`src/rtl/reg_file_mp.sv`:
```
// reg_file_mp: parametrised register file with NRD combinational read ports,
// one write port and a sequential clear engine. The clear engine walks every
// entry after reset or on a clr request.
// Optional feature macro: REG_FILE_BYPASS_EN. When it is defined, a legal
// same-cycle write is forwarded to any read port addressing the same entry.
module reg_file_mp #(
   parameter  int XLEN     = 32,
   parameter  int NREG     = 32,
   parameter  int NRD      = 2,
   parameter  int ZERO_REG = 1,
   localparam int AW       = $clog2(NREG)
) (
   input  logic                 clk,
   input  logic                 rst,
   input  logic                 clr,
   output logic                 ready,
   input  logic                 WE3,
   input  logic [AW-1:0]        A3,
   input  logic [XLEN-1:0]      WD3,
   input  logic [NRD*AW-1:0]    raddr,
   output logic [NRD*XLEN-1:0]  rdata,
   output logic                 wr_drop
);

   typedef enum logic [0:0] {
      ST_CLEAR = 1'b0,
      ST_RUN   = 1'b1
   } state_t;

   localparam logic [AW:0]   NREG_C   = (AW+1)'(NREG);
   localparam logic [AW-1:0] LAST_IDX = AW'(NREG - 1);

   state_t            state_q, state_d;
   logic [AW-1:0]     idx_q, idx_d;
   logic              ready_q, ready_d;
   logic              wr_drop_q, wr_drop_d;
   logic              clear_we_s;
   logic              write_s;
   logic [XLEN-1:0]   mem_q [NREG];

   // An address names a real, writable/readable entry (in range, not a hardwired zero).
   function automatic logic addr_ok(input logic [AW-1:0] a);
      logic zero_hit;
      zero_hit = (ZERO_REG == 1) && (a == AW'(0));
      return ({1'b0, a} < NREG_C) && !zero_hit;
   endfunction

   // Control state register: FSM state, clear index, registered ready and drop flag.
   always_ff @(posedge clk) begin
      if (!rst) begin
         state_q   <= ST_CLEAR;
         idx_q     <= '0;
         ready_q   <= 1'b0;
         wr_drop_q <= 1'b0;
      end else begin
         state_q   <= state_d;
         idx_q     <= idx_d;
         ready_q   <= ready_d;
         wr_drop_q <= wr_drop_d;
      end
   end

   // Next-state logic: walk the clear index to the last entry, then run until clr.
   always_comb begin
      state_d = state_q;
      idx_d   = idx_q;
      case (state_q)
         ST_CLEAR: begin
            if (idx_q == LAST_IDX) begin
               state_d = ST_RUN;
               idx_d   = '0;
            end else begin
               state_d = ST_CLEAR;
               idx_d   = idx_q + AW'(1);
            end
         end
         ST_RUN: begin
            if (clr) begin
               state_d = ST_CLEAR;
               idx_d   = '0;
            end else begin
               state_d = ST_RUN;
               idx_d   = idx_q;
            end
         end
         default: begin
            state_d = ST_CLEAR;
            idx_d   = '0;
         end
      endcase
   end

   // Output/strobe logic: clear and write strobes, next ready and write-drop flag.
   always_comb begin
      ready_d    = (state_d == ST_RUN);
      clear_we_s = (state_q == ST_CLEAR);
      write_s    = ready_q && WE3 && !clr && addr_ok(A3);
      wr_drop_d  = WE3 && (!ready_q || clr);
   end

   // Storage array: clear engine and write port never overlap (CLEAR vs RUN).
   always_ff @(posedge clk) begin
      if (rst && clear_we_s) begin
         mem_q[idx_q] <= '0;
      end else if (rst && write_s) begin
         mem_q[A3] <= WD3;
      end
   end

   // Combinational read ports; illegal addresses and the clearing phase read as zero.
   always_comb begin : read_ports
      logic [AW-1:0] ra;
      ra    = '0;
      rdata = '0;
      for (int i = 0; i < NRD; i++) begin
         ra = raddr[i*AW +: AW];
         if (ready_q && addr_ok(ra)) begin
`ifdef REG_FILE_BYPASS_EN
            if (write_s && (A3 == ra)) begin
               rdata[i*XLEN +: XLEN] = WD3;
            end else begin
               rdata[i*XLEN +: XLEN] = mem_q[ra];
            end
`else
            rdata[i*XLEN +: XLEN] = mem_q[ra];
`endif
         end else begin
            rdata[i*XLEN +: XLEN] = '0;
         end
      end
   end

   assign ready   = ready_q;
   assign wr_drop = wr_drop_q;

endmodule
```
`config.mk`:
```
export PLATFORM = sky130hd
export DESIGN_NAME = reg_file_mp
export DESIGN_NICKNAME = d
export VERILOG_FILES = /design/src/rtl/reg_file_mp.sv
export SDC_FILE = /design/constraint.sdc
export NUM_CORES = 1
export LEC_CHECK = 0
export CORE_ASPECT_RATIO = 1.2
export CORE_MARGIN = 2
export CORE_UTILIZATION = 42
export DETAILED_ROUTE_END_ITERATION = 10
export PLACE_DENSITY = 0.6
export SYNTH_ARGS = -nofsm -noshare
export SYNTH_HDL_FRONTEND = slang
export SYNTH_SLANG_ARGS = --single-unit
```
`constraint.sdc`:
```
create_clock -name clk -period 6.8 [get_ports clk]
set_input_delay 1.36 -clock clk [delete_from_list [all_inputs] [get_ports clk]]
set_output_delay 1.36 -clock clk [all_outputs]
set_load 0.01 [all_outputs]
```
[Word-level counts from Yosys, hierarchy flattened]
Memory sizes are Yosys's and may differ from the RTL's.
Index checks and enable logic that the tools add are counted.
Storage, ports and cells
  memory bits (writable): 1024
  output and inout port bits: 66
  memories kept: 1
  bits in registers: 7
  input bits: 51
  word-level logic and storage cells: 42
Cells by class
  reduce and logical (&&, ||, !) cells: 18
  add/subtract/negate cells: 1
  multiplexer cells: 16
  eq/ne operators: 2
  bitwise operators: 1
Memories
  mem_q: words 32, width 32, read ports 2, clocked after memory_dff 0, write ports 1, line 39  | logic [XLEN-1:0] mem_q [NREG];
Operators with widths (number)
  two-way mux 32 bit: 3
  OR reduction 32 bit: 1
  zero test 5 bit: 3
  two-way mux 5 bit: 3
  case mux 5 bit (2 select lines): 1
  logical AND 1 bit: 8
  two-way mux 1 bit: 8
  adder 5 x 1 -> 5 bit (second input constant): 1
  == test 5 bit (second input constant): 1
  zero test 1 bit: 5
  != test 2 bit (second input constant): 1
  case mux 1 bit (2 select lines): 1
  logical OR 1 bit: 1
  NOT 1 bit: 1

[Logic depth before layout (Yosys ltp)]
Gate-level depths: netlist of the first run.
  depth after elaboration: 9
  gate-level depth with buffers: 8

[Worst setup path after synthesis of the first run]
Ideal clock, no wire load.
  kind: input to register
  start: in clr
  end: mem mem_q[15][0] (enable)
  slack: 848 ps
  setup time: 502 ps
  stages: 4
  buffers on the path: 0
  data arrival time: 5450 ps
  data required time: 6298 ps
  cell sequence: nand4b_1 -> a21oi_2 -> mux2_2 -> nor4_1
On the way
  cells in the longest elaborated chain, start to end: 9
  elaborated cells between the ends (all ways): 10
  those cells by class: 5 x mux; 5 x reduce/logical
RTL lines
  start: declaration: line 15  | input logic clr,
  zero test 1 bit *: line 97  | write_s = ready_q && WE3 && !clr && addr_ok(A3);
  logical AND 1 bit * (2 in a row): line 97
  logical AND 1 bit *: line 105  | end else if (rst && write_s) begin
  two-way mux 1 bit *: line 105
  two-way mux 1 bit *: line 103  | if (rst && clear_we_s) begin
  two-way mux 1 bit (not written as such) *: line 106  | mem_q[A3] <= WD3;
  OR reduction 32 bit (no source line)
  two-way mux 5 bit (no source line) / two-way mux 1 bit (equally long branches)
  end: declaration: line 39
Mark *: on every way between the ends. The rest lies on a longest branch, timed or not.

[Worst setup path after layout of the first run]
  start: in raddr[1]
  end: out rdata[9]
On the way
  cells in the longest elaborated chain, start to end: 4
  elaborated cells between the ends (all ways): 5
  those cells by class: 1 x mux; 3 x reduce/logical; 1 x memory
RTL lines
  start: declaration: line 20  | input logic [NRD*AW-1:0] raddr,
  branches (longest 3 deep; another with memory (32 x 32 bit))
  two-way mux 32 bit *: line 117  | if (ready_q && addr_ok(ra)) begin
  end: declaration: line 21  | output logic [NRD*XLEN-1:0] rdata,
Mark *: on every way between the ends.

==> key figures, run 1 <==
Run status
  – Status: complete, no violations

Timing
  – Unrepaired setup endpoints after global routing: no
  – Sum Neg Setup Slack: 0 ns
  – Final Hold Violating Endpoints: 0
  – WHS: around 0.6 ns
  – Worst-margin pin slew: 1.21 ns
  – Final Cycle Share: 0.848
  – Final setup fails: 0
  – Fmax: between 150 and 200 MHz
  – Slew margin rel.: 0.183
  – Fin. max-slew vios: 0
  – Clk_skew: a little over 0.03 ns
  – Minimum clock period after layout: about 5.8 ns

Hold path
  – Hold Path Class: reg2reg
  – Hold_sp: idx_q[3]$_SDFFE_PN0N_

Worst setup path
  – Critical path endpoint category: primary output
  – CP startpoint: raddr[1]
  – Worst Path Buf+Inv: 3
  – Arr. time, crit path: 4.41 ns
  – Crit path max-delay family: buffers and inverters
  – CP Launch Type: primary input
  – Critical path class: in2out
  – Critical Path Fanout Max: 78
  – CP Cell Sequence: buf_8, nor2b_4, buf_4, a22oi_1, a31oi_1, nand4_1, clkdlybuf4s50_1
  – CP max stage cell: nor2b_4
  – Worst r2r src: ready$_SDFF_PN0_
  – Worst path max stage delay: approximately 0.63 ns
  – WP data required: roughly 5.4 ns

Floorplan
  – Die H: approximately 380 µm
  – Site Rows: 136
  – Die ar.: 0.118 mm²
  – Core area: around 0.11 mm²
  – Boundary Pins: about 120
  – Die W: 314 µm
  – Initial Util: 0.423

Clocking
  – Post-CTS setup buffer count: 0
  – CTS H-tree depth: 3
  – Clock buffer depth: 3
  – Post-CTS sizing: 0
  – Cts hold-fix bufs: 0
  – Clk_lat worst skew: ~0.72 ns
  – Sink Count: between 1000 and 1500
  – Clock transition at path regs: about 0.06 ns
  – CTS tree: done
  – TritonCTS Buffers: 99
  – Clk root buf: clkbuf_16

Routing
  – DRT Wirelength: roughly 160000 µm
  – Final ANT Viol Nets: 0
  – Routed vias/inst: around 6.6
  – WL per Instance: approximately 35 µm
  – First drt pass iteration count: 5
  – 1st-iter DRT viols: around 4100
  – Via count: 30818
  – DRC violations left: 0

Placement
  – Routability cong.: approximately 0.85
  – Dpl hpwl: between 90000 and 100000 µm
  – # port buffers: between 100 and 150
  – Dpl cells: 4448

Finish
  – Post-Layout Cell Count: 4637
  – Layout cell share with drive strength beyond 1: 0.257
  – Area Growth Syn to Fin: 14.0%
  – Final net count: ~3100

Synth
  – Main synth FF type: edfxtp_1
  – EDFF count, synth: 1024
  – Synth warn: 0
  – Yosys top cell area share: 0.635
  – Flops & latches, synth: 1031
  – Ys async rst share: 0
  – Synth area leader: edfxtp_1
  – Syn Area/Cell: between 15 and 20 µm²
  – Netlist cell types: 52
  – Sequential fraction of the synthesis area: 0.638
  – Syn Inst Count: between 2000 and 3000
  – Mapped Area: 0.0484 mm²
  – Syn_nets: 2971
  – Top post-synthesis cells by area: edfxtp_1 (63%), mux4_2 (12%), mux2i_1 (5.3%)

Run
  – Max-cap violations: 0

Global routing
  – GR Util All Layers: 0.275
  – Largest net degree at the start of global routing: 79
  – Gr ovfl total: 0
  – Initial antenna violation count: 8
  – First-pass GRT wire length: 230000 µm
  – Vias in the first global route: roughly 31000

Power and ir drop
  – Pleak: 20.4 nW
  – P per Cell Area: 241 mW/mm²
  – Maximum vdd drop: around 0.0002 V
## final timing paths
path | slack [ns] | cells past startpoint | to
worst max register to register | 2.94 | 5 | mem_q[21][11]$_DFFE_PP_
worst min register to register | 0.61 | 2 | idx_q[3]$_SDFFE_PN0N_
worst max-delay path | 1.03 | 7 | rdata[9]
worst min-delay path | 0.61 | 2 | idx_q[3]$_SDFFE_PN0N_
## power by group
group	internal [mW]	switching [mW]
combinational	0.274	0.448
clock	3.20	2.47
sequential	6.92	0.0165
total	10.4	2.93
## stage by stage
stage	total power, mW	worst slack (ns)	util	cell area (µm²)
3_3_place_gp	7.77	1.05	0.454	51900
3_5_place_dp	7.78	1.05	0.454	51900
5_1_grt	13.6	0.912	0.482	55200
2_1_floorplan	7.51	0.848	-	48400
6_report	13.3	1.03	0.482	55200
4_1_cts	13.4	1.06	0.482	55200
## cell usage after synthesis (45+ instances only)
cell and count:
mux2_2 196, nor2b_1 73, a22oi_1 160, edfxtp_1 1024, buf_2 103, mux4_2 253, o21ai_0 68, nand3_1 65
nand4_1 63, or3_1 61, mux2i_1 258, clkbuf_1 104, a211oi_1 66, o22ai_1 67, and2_1 45
## cell families after synthesis
family	count (synthesis)	share of synthesized area
adders and majority gates	2	0.000517
AOI/OAI and AO/OA	480	0.0677
buffers and inverters	239	0.0224
muxes	707	0.217
and+or+nand+nor	459	0.0550
DFF	1031	0.638
## per-layer routing
metal,vias up,track usage,wire length (µm)
li1,12373,-,-
met1,16158,0.372,63400
met2,1880,0.440,77100
met3,407,0.0502,16000
met4,0,0.116,7180
met5,-,0,0
## flip-flops by register name, indices dropped and copies added (netlist names)
register	count
ready	1
wr_drop	1
idx_q	5
mem_q	1024
## final cells by class
| cell class | instances | area (µm²) |
|---|---|---|
| Clock inverter | 66 | 698 |
| Tap cell | 1518 | 1900 |
| Clock buffer | 116 | 2560 |
| Multi-Input combinational cell | 1648 | 16800 |
| Inverter | 3 | 11.3 |
| Sequential cell | 1031 | 30900 |
| Antenna cell | 7 | 17.5 |
| Fill cell | 9464 | 59300 |
| Timing Repair Buffer | 248 | 2360 |
## cell usage in the layout, fill, tap and decap left out, drive strengths merged, types with 32 or more instances in the layout
cell,count
a211oi,66
a21oi,36
a22o,32
a22oi,160
a31oi,32
and2,45
and3,35
buf,137
clkbuf,117
clkdlybuf4s50,110
clkinv,43
edfxtp,1024
mux2,196
mux2i,258
mux4,253
nand2,42
nand3,65
nand4,63
nor2b,73
o21ai,70
o22ai,67
or3,61
## tightest hold or removal path, cell delays in order, from the launching register on
cell and delay [ns]:
dfxtp_1 0.39, o21ai_0 0.10, a21boi_0 0.08
Note: power is estimated with default switching activity, not from simulation.
==> run 2: changes to the inputs <==
- clock period: 6.8 -> 5.9 ns (I/O delays scaled with it)
==> key figures, run 2 (synthesis gave the netlist of run 1 again) <==
Power and ir drop
  – P per Cell Area: around 280 mW/mm²
  – Maximum vdd drop: about 0.00024 V
  – Pleak: just over 20 nW
  – Pwr Total: roughly 16 mW

Run
  – Max-cap violations: 0

Worst setup path
  – WP data required: 4.72 ns
  – Worst Path Buf+Inv: 3
  – Arr. time, crit path: between 4 and 5 ns
  – Crit path max-delay family: buffers and inverters
  – CP Cell Sequence: clkdlybuf4s50_1, nor4bb_4, buf_4, a22o_1, a31oi_1, nand4_1, clkdlybuf4s50_1
  – CP max stage cell: clkdlybuf4s50_1
  – Worst path max stage delay: around 0.84 ns
  – Critical path class: in2out
  – CP Launch Type: primary input
  – Critical Path Fanout Max: 22
  – Critical path endpoint category: primary output
  – Most frequent CP cell: clkdlybuf4s50_1

Placement
  – Area after DPL: roughly 0.052 mm²
  – Routability cong.: roughly 0.87
  – Dpl hpwl: 101000 µm
  – Dpl cells: around 4500
  – # port buffers: about 120

Finish
  – Commonest non-fill, non-tap cell in the layout: edfxtp_1
  – Area Growth Syn to Fin: 15.0%
  – Post-Layout Cell Count: 4656
  – Fin area: approximately 0.056 mm²
  – FILL cells: between 9000 and 10000
  – Largest regs: mem_q x1024, idx_q x5
  – Final net count: slightly above 3000
  – Max reg flops: 1024
  – Most flops, register: mem_q
  – Sequential cell area: 0.0309 mm²
  – Layout cell share with drive strength beyond 1: 0.262
  – Most frequent cells in the layout: edfxtp_1 (1024), mux2i_1 (258), mux4_2 (253)
  – Multi-input logic area: 0.0168 mm²

Timing
  – Clk_skew: ~0.023 ns
  – Unrepaired setup endpoints after global routing: no
  – Fmax: approximately 190 MHz
  – Final setup fails: 0
  – Sum Neg Setup Slack: 0 ns
  – Slew margin rel.: 0.158
  – Worst-margin pin slew: 1.26 ns
  – Final Cycle Share: 0.911
  – WHS: between 0.5 and 0.6 ns
  – Final Hold Violating Endpoints: 0
  – Fin. max-slew vios: 0
  – Minimum clock period after layout: 5.37 ns

Global routing
  – GR Util All Layers: 0.280
  – Initial antenna violation count: 7
  – Gr ovfl total: 0
  – First-pass GRT wire length: between 200000 and 250000 µm
  – Vias in the first global route: about 32000
  – Largest net degree at the start of global routing: 92

Clocking
  – Clock transition at path regs: 0.06 ns
  – CTS tree: done
  – Sink Count: about 1000
  – CTS H-tree depth: 3
  – TritonCTS Buffers: between 100 and 150
  – Clk root buf: clkbuf_16
  – Post-CTS setup buffer count: 0
  – Clk_lat worst skew: 0.70 ns
  – Cts hold-fix bufs: 0
  – Post-CTS sizing: 0
  – Clock buffer depth: 3

Routing
  – Routed vias/inst: roughly 6.7
  – 1st-iter DRT viols: 3808
  – DRC violations left: 0
  – WL per Instance: about 36 µm
  – First drt pass iteration count: 5
  – DRT Wirelength: between 150000 and 200000 µm
  – Final ANT Viol Nets: 0
  – Via count: roughly 31000

Floorplan
  – Core area: approximately 0.11 mm²
  – Die ar.: between 0.1 and 0.15 mm²
  – Site Rows: between 100 and 150
  – Die W: between 300 and 400 µm
  – Die H: between 300 and 400 µm
  – Boundary Pins: roughly 120
  – Initial Util: 0.423

Run status
  – Status: complete, no violations

Hold path
  – Hold Path Class: reg2reg
## run 2: cell types whose count changed in the layout (fill, tap and decap cells not counted), sizes merged
cell / before / now
buf: 137 / 157
clkbuf: 117 / 128
clkinv: 43 / 33
bufinv: 13 / 18
diode: 7 / 3
inv: 8 / 6
clkinvlp: 5 / 4
## run 2: area by class of cell
cell class,count,share of cell area
Antenna cell,3,0.000135
Clock buffer,127,0.0486
Clock inverter,58,0.0138
Inverter,3,0.000202
Multi-Input combinational cell,1648,0.301
Sequential cell,1031,0.554
Tap cell,1518,0.0341
Timing Repair Buffer,268,0.0474
## run 2: worst register-to-register path: stages, from the launching register on
cell	delay (ns)
dfxtp_1	1.04
nand4b_1	0.45
a21oi_4	0.51
buf_4	0.48
and2_1	1.02
## run 2: path summary, 6_finish.rpt
check | startpoint | end | slack, ns | cells after the start
setup reg to reg | ready$_SDFF_PN0_ | mem_q[15][11]$_DFFE_PP_ | 1.99 | 4
hold / removal | idx_q[3]$_SDFFE_PN0N_ | idx_q[3]$_SDFFE_PN0N_ | 0.59 | 2
hold reg to reg | idx_q[3]$_SDFFE_PN0N_ | idx_q[3]$_SDFFE_PN0N_ | 0.59 | 2
setup / recovery | raddr[3] | rdata[21] | 0.53 | 7
## run 2: per-layer routing
| metal | vias to the layer above | track usage | wire, µm |
|---|---|---|---|
| li1 | 12416 | - | - |
| met1 | 16136 | 0.371 | 62900 |
| met2 | 2003 | 0.447 | 78500 |
| met3 | 414 | 0.0567 | 17300 |
| met4 | 2 | 0.122 | 7300 |
| met5 | - | 0 | 16 |
## run 2: through the flow
stage | util | setup WS (ns)
6_report | 0.486 | 0.527
5_1_grt | 0.486 | 0.523
4_1_cts | 0.486 | 0.579
3_5_place_dp | 0.456 | 0.598
3_3_place_gp | 0.456 | 0.597
2_1_floorplan | - | 0.128
## run 2: power breakdown
group / internal [mW] / leakage [nW] / switching (mW) / total [mW]
combinational: 0.324 / 7.27 / 0.536 / 0.860
clock: 4.04 / 1.69 / 2.82 / 6.86
sequential: 7.97 / 11.6 / 0.0191 / 7.99
total: 12.3 / 20.6 / 3.37 / 15.7
